<file path="config.mk">
export PLATFORM = sky130hd
export DESIGN_NAME = pc_sequencer
export DESIGN_NICKNAME = d
export VERILOG_FILES = /design/src/rtl/pc_sequencer.sv
export SDC_FILE = /design/constraint.sdc
export NUM_CORES = 1
export LEC_CHECK = 0
export BUFFER_PORTS_ARGS = -buffer_cell sky130_fd_sc_hd__buf_2
export CAP_MARGIN = 30
export CORE_AREA = 3 3 230 232
export DETAILED_ROUTE_END_ITERATION = 16
export DIE_AREA = 0 0 233 235
export PLACE_DENSITY = 0.55
export SETUP_SLACK_MARGIN = 0.4
export SYNTH_ARGS = -nofsm -noshare
export SYNTH_HDL_FRONTEND = slang
export SYNTH_SLANG_ARGS = --single-unit
</file>
<file path="constraint.sdc">
create_clock -name clk -period 11.7 [get_ports clk]
set_input_delay 0.585 -clock clk [delete_from_list [all_inputs] [get_ports clk]]
set_output_delay 0.585 -clock clk [all_outputs]
set_load 0.01 [all_outputs]
</file>
<file path="src/rtl/pc_sequencer.sv">
// pc_sequencer: fetch-side program-counter controller for the RV64 core.
// It owns the PC and issues one instruction-memory request at a time.
// It holds each returned instruction for decode until decode accepts it.
// It applies control-flow redirects resolved in execute, shifting B/J immediates here.
// Optional feature: define PC_SEQ_JAL_PREDICT_EN to follow jal at fetch time.
// In that build, jal redirects from execute are then ignored.
module pc_sequencer #(
  parameter logic [63:0] RESET_PC = 64'h0
) (
  input  logic        clk,
  input  logic        rst,
  output logic        imem_req_valid,
  output logic [63:0] imem_req_addr,
  input  logic        imem_req_ready,
  input  logic        imem_rsp_valid,
  input  logic [31:0] imem_rsp_inst,
  output logic        if_valid,
  output logic [31:0] if_inst,
  output logic [63:0] if_pc,
  input  logic        if_ready,
  input  logic        ex_valid,
  input  logic [1:0]  ex_kind,
  input  logic        ex_taken,
  input  logic [63:0] ex_pc,
  input  logic [63:0] ex_imm,
  input  logic [63:0] ex_rs1,
  output logic        flush,
  output logic        fault
);

  typedef enum logic [2:0] {
    S_RST,
    S_REQ,
    S_WAIT,
    S_HOLD,
    S_DRAIN,
    S_FAULT
  } state_t;

  localparam logic [31:0] NOP_INST = 32'h0000_0013;

  state_t      state;
  logic [63:0] pc;
  logic [63:0] br_target;
  logic [63:0] jalr_target;
  logic [63:0] target;
  logic        redirect;
  logic        misaligned;
  logic [63:0] next_seq_pc;

  // The request address is always the PC being fetched.
  assign imem_req_addr = pc;

  // Decide whether execute is redirecting fetch, and compute where to.
  always_comb begin
    br_target   = ex_pc + (ex_imm << 1);
    jalr_target = (ex_rs1 + ex_imm) & ~64'h1;
    target      = (ex_kind == 2'b11) ? jalr_target : br_target;
    misaligned  = target[1];
    redirect    = 1'b0;
    if (ex_valid) begin
      case (ex_kind)
        2'b01:   redirect = ex_taken;
`ifdef PC_SEQ_JAL_PREDICT_EN
        2'b10:   redirect = 1'b0;
`else
        2'b10:   redirect = 1'b1;
`endif
        2'b11:   redirect = 1'b1;
        default: redirect = 1'b0;
      endcase
    end
  end

`ifdef PC_SEQ_JAL_PREDICT_EN
  logic [63:0] jal_imm;
  logic        is_jal;

  // Compute the PC after the held instruction, following a jal if one is held.
  always_comb begin
    jal_imm     = {{43{if_inst[31]}}, if_inst[31], if_inst[19:12], if_inst[20],
                   if_inst[30:21], 1'b0};
    is_jal      = (if_inst[6:0] == 7'b1101111);
    next_seq_pc = is_jal ? (if_pc + jal_imm) : (pc + 64'd4);
  end
`else
  // Compute the next straight-line PC.
  always_comb begin
    next_seq_pc = pc + 64'd4;
  end
`endif

  // Main fetch FSM; all outputs are registered and a redirect beats every other event.
  always_ff @(posedge clk or posedge rst) begin
    if (rst) begin
      state          <= S_RST;
      pc             <= RESET_PC;
      imem_req_valid <= 1'b0;
      if_valid       <= 1'b0;
      if_inst        <= NOP_INST;
      if_pc          <= RESET_PC;
      flush          <= 1'b0;
      fault          <= 1'b0;
    end else begin
      flush <= 1'b0;
      if (redirect && (state != S_FAULT)) begin
        flush    <= 1'b1;
        if_valid <= 1'b0;
        if (misaligned) begin
          state          <= S_FAULT;
          fault          <= 1'b1;
          imem_req_valid <= 1'b0;
        end else begin
          pc <= target;
          case (state)
            S_REQ: begin
              if (imem_req_ready) begin
                state          <= S_DRAIN;
                imem_req_valid <= 1'b0;
              end else begin
                state          <= S_REQ;
                imem_req_valid <= 1'b1;
              end
            end
            S_WAIT: begin
              if (imem_rsp_valid) begin
                state          <= S_REQ;
                imem_req_valid <= 1'b1;
              end else begin
                state          <= S_DRAIN;
                imem_req_valid <= 1'b0;
              end
            end
            S_DRAIN: begin
              state          <= S_DRAIN;
              imem_req_valid <= 1'b0;
            end
            default: begin
              state          <= S_REQ;
              imem_req_valid <= 1'b1;
            end
          endcase
        end
      end else begin
        case (state)
          S_RST: begin
            state          <= S_REQ;
            imem_req_valid <= 1'b1;
          end
          S_REQ: begin
            if (imem_req_ready) begin
              state          <= S_WAIT;
              imem_req_valid <= 1'b0;
            end
          end
          S_WAIT: begin
            if (imem_rsp_valid) begin
              state    <= S_HOLD;
              if_valid <= 1'b1;
              if_inst  <= imem_rsp_inst;
              if_pc    <= pc;
            end
          end
          S_HOLD: begin
            if (if_ready) begin
              state          <= S_REQ;
              if_valid       <= 1'b0;
              imem_req_valid <= 1'b1;
              pc             <= next_seq_pc;
            end
          end
          S_DRAIN: begin
            if (imem_rsp_valid) begin
              state          <= S_REQ;
              imem_req_valid <= 1'b1;
            end
          end
          default: begin
            state          <= S_FAULT;
            imem_req_valid <= 1'b0;
            if_valid       <= 1'b0;
          end
        endcase
      end
    end
  end

endmodule
</file>
==> results.md <==
* Run status: complete, no violations
* Critical Path RT at 12.01 ns
* Clock Root Buffer: clkbuf_16
* Htree depth at 4
* Drc violations at 0
* Yosys top cell area share at 26.5%
* Area of the die at 0.0548 mm2
* Worst Setup End Kind: register
* # fillers at 5374
* Combined global-route utilization of all metal layers at 20.9%
* CP Max Fanout at 6
* Final core utilization at 36.2%
* Nets at roughly 2600
* Clk buf depth at 2
* Sequential area share after synthesis at ~27%
* FFs w/ async S/R, synth at 100%
* Post-synth top area cell: dfrtp_1
* Post-synth EDFFs at 0
* Dominant synthesized flop cell: dfrtp_1
* CTS Buf Count at 17
* Post-DP HPWL at 48600 um
* Slew margin rel. at 44.0%
* First-pass detailed-route iteration total at 6
* Layout Skew at between 0.01 and 0.015 ns
* Worst endpoint data arrival time at 4.26 ns
* Post-Syn Area per Cell at 8.05 um2
* Final Max Slew Viols at 0
* Fin Hold WS at 0.271 ns
* Final setup vio count at 0
* Initial antenna violation count at 0
* Max cap viols at 0
* Final min period at 3.96 ns
* Setup TNS at 0 ns
* Peak supply drop at 0.0722 mV
* Drt via density at 5.54
* Largest net degree at the start of global routing at 88
* Initial core utilization at approximately 30%
* Layout cells sized above 1 at approximately a quarter
* Synthesized instance count at 1903
* Core Region at 0.0512 mm2
* Area contributors post-synth: dfrtp_1 26%, ha_1 10%, a21oi_1 7.7%
* Design Power at 0.00328 W
* Pwr per Cell Area at about 180 mW/mm2
* Cell area after synthesis at 0.0153 mm2
* Tightest Pin Transition at about 0.84 ns
* Global-route wire length before repair at around 90000 um
* Vias in the first global route at between 15000 and 20000
* Post-cts sizing count at 0
* Final WL at a little under 60000 um
* CTS tree: done
* Die X at 233 um
* Static Leak at 8.42 nW
* Area after DPL at 0.0179 mm2
* # Post-CTS Setup Buffers at 0
* Port bufs at 394
* Placer Congestion at approximately 0.94
* Drt initial violations at 1167
* Sink Count at ~170
* Post-CTS Hold Fix Bufs at 0
* FP Rows at 83
* Startpoint types: input pin
* I/O Pins at 397
* Die height at between 200 and 250 um
* Clock transition time at the flip-flop clock pins of the worst setup and hold paths at 0.06 ns
* Max Clk Rate at 253 MHz
* Hold Vio Cnt, Final at 0
* Crit-path cells: buf_2 > ha_1 > a21o_1 > a211o_1 > o211ai_1 > a211oi_1 > nor3_2 > a2bb2oi_1 > a221oi_1 > o31a_1 > o21ai_2 > o21ai_1 > xor2_1 > o221ai_1
* Routed Antenna Nets at 0
* Routed length per instance at 20.4 um
* Synth Register Bits at between 150 and 200
* Critical path's largest stage delay at 0.66 ns
* Area Growth Syn to Fin at 21.0%
* Gr ovfl total at 0
* Slowest stage cell, crit path: a221oi_1
* Worst min-delay path category: input pin to async pin
* WS Path Type: input pin to register
* Yosys cell types at 83
* Period utilisation layout at ~34%
* Skew-Pair Late Insertion Delay at 0.45 ns
* RSZ-0062 raised after global routing: no
* Yosys Warn Count at 0
* Final instance area at 0.0185 mm2
* Via count at 16181
==> cells in the mapped netlist (4+ instances only) <==
cell / count
a21oi_1: 237
nand2_1: 163
dfrtp_1: 162
o21ai_0: 159
nor2_1: 142
ha_1: 125
mux2_2: 95
clkbuf_1: 83
xnor2_1: 70
nand4_1: 58
nand3_1: 54
a21o_1: 53
inv_1: 47
xor2_1: 43
nor3_1: 42
a211oi_1: 24
a31oi_1: 24
o21bai_1: 24
and3_1: 21
nand2b_1: 21
o21a_1: 20
o22ai_1: 20
o211ai_1: 17
nor2b_1: 13
or3_1: 13
buf_1: 12
o31ai_1: 11
o22a_1: 9
and2_1: 7
and4_1: 7
buf_2: 7
nor4_1: 7
a211o_1: 6
a221oi_1: 6
a32oi_1: 6
o221ai_1: 6
o31a_1: 5
or4_1: 5
a311oi_1: 4
or2_2: 4
==> per-layer routing <==
metal	track usage [%]	vias up	part of all wire (%)
li1	-	7688	-
met5	0	-	0
met1	31.1	7777	48
met3	2.75	51	6.4
met2	32.2	665	44
met4	4.20	0	1.3
==> state kept, by name (all words and copies together), names as in the netlist <==
name	cells
if_pc	63
imem_req_addr	63
if_inst	32
state	3
fault	1
flush	1
if_valid	1
imem_req_valid	1
==> worst paths after layout <==
kind	slack, ns	start	cells past startpoint	end
worst max-delay path	7.74	ex_imm[5]	14	imem_req_addr[62]$_DFFE_PP0P_
worst min-delay path	0.27	rst	2	if_pc[33]$_DFFE_PP0P_
worst max register to register	8.06	imem_req_addr[17]$_DFFE_PP0P_	12	imem_req_addr[56]$_DFFE_PP0P_
worst min register to register	0.49	fault$_DFFE_PP0P_	1	fault$_DFFE_PP0P_
max in group asynchronous	10.14	rst	4	if_inst[1]$_DFFE_PP1P_
min in group clk	0.37	imem_rsp_inst[25]	2	if_inst[25]$_DFFE_PP0P_
==> stage by stage <==
stage	setup WS (ns)	std cells
after floorplan	6.66	1904
after global routing	7.36	2918
after detailed placement	7.31	2885
final	7.74	2919
after global placement	7.34	2884
after CTS	7.78	2917
==> cells in the final DEF, fill, tap and decap left out, types with 45 or more instances in the layout <==
cell type / count
a21oi_1: 237
nand4_1: 58
nand2_1: 160
a21o_1: 53
nand3_1: 54
nor2_1: 142
inv_1: 45
mux2_2: 95
xnor2_1: 70
dfrtp_1: 162
o21ai_0: 159
buf_2: 394
ha_1: 125
==> logic make-up after synthesis <==
kind of cell / synth area share (%)
other: 0.0245
and+or+nand+nor: 17.8
DFF: 27.0
xor gates and xnor gates: 6.46
AOI/OAI and AO/OA: 27.3
adders and majority gates: 10.5
buffers and inverters: 3.81
muxes: 7.12
==> worst max-delay path, delay by kind of cell <==
family	cells	cell delay, ns
AOI/OAI and AO/OA	10	2.66
adders and majority gates	1	0.37
and+or+nand+nor	1	0.36
xor gates and xnor gates	1	0.16
buffers and inverters	1	0.11
==> power breakdown <==
| group | switching (W) | total (W) | internal (W) |
|---|---|---|---|
| clock network | 0.000235 | 0.000620 | 0.000384 |
| logic | 0.000870 | 0.00151 | 0.000638 |
| registers | 0.000318 | 0.00115 | 0.000832 |
| total | 0.00142 | 0.00328 | 0.00185 |
==> area by class of cell <==
| class | count | area, um2 | area share [%] |
|---|---|---|---|
| multi-input combinational | 1588 | 10600 | 57.3 |
| clock inverter | 12 | 203 | 1.09 |
| clock buffer | 20 | 447 | 2.41 |
| timing repair buffer | 406 | 2100 | 11.3 |
| sequential | 165 | 4130 | 22.3 |
| antenna | 1 | 2.50 | 0.0135 |
| inverter | 47 | 181 | 0.979 |
| tap | 680 | 851 | 4.59 |
(Power assumes the default switching activity.)
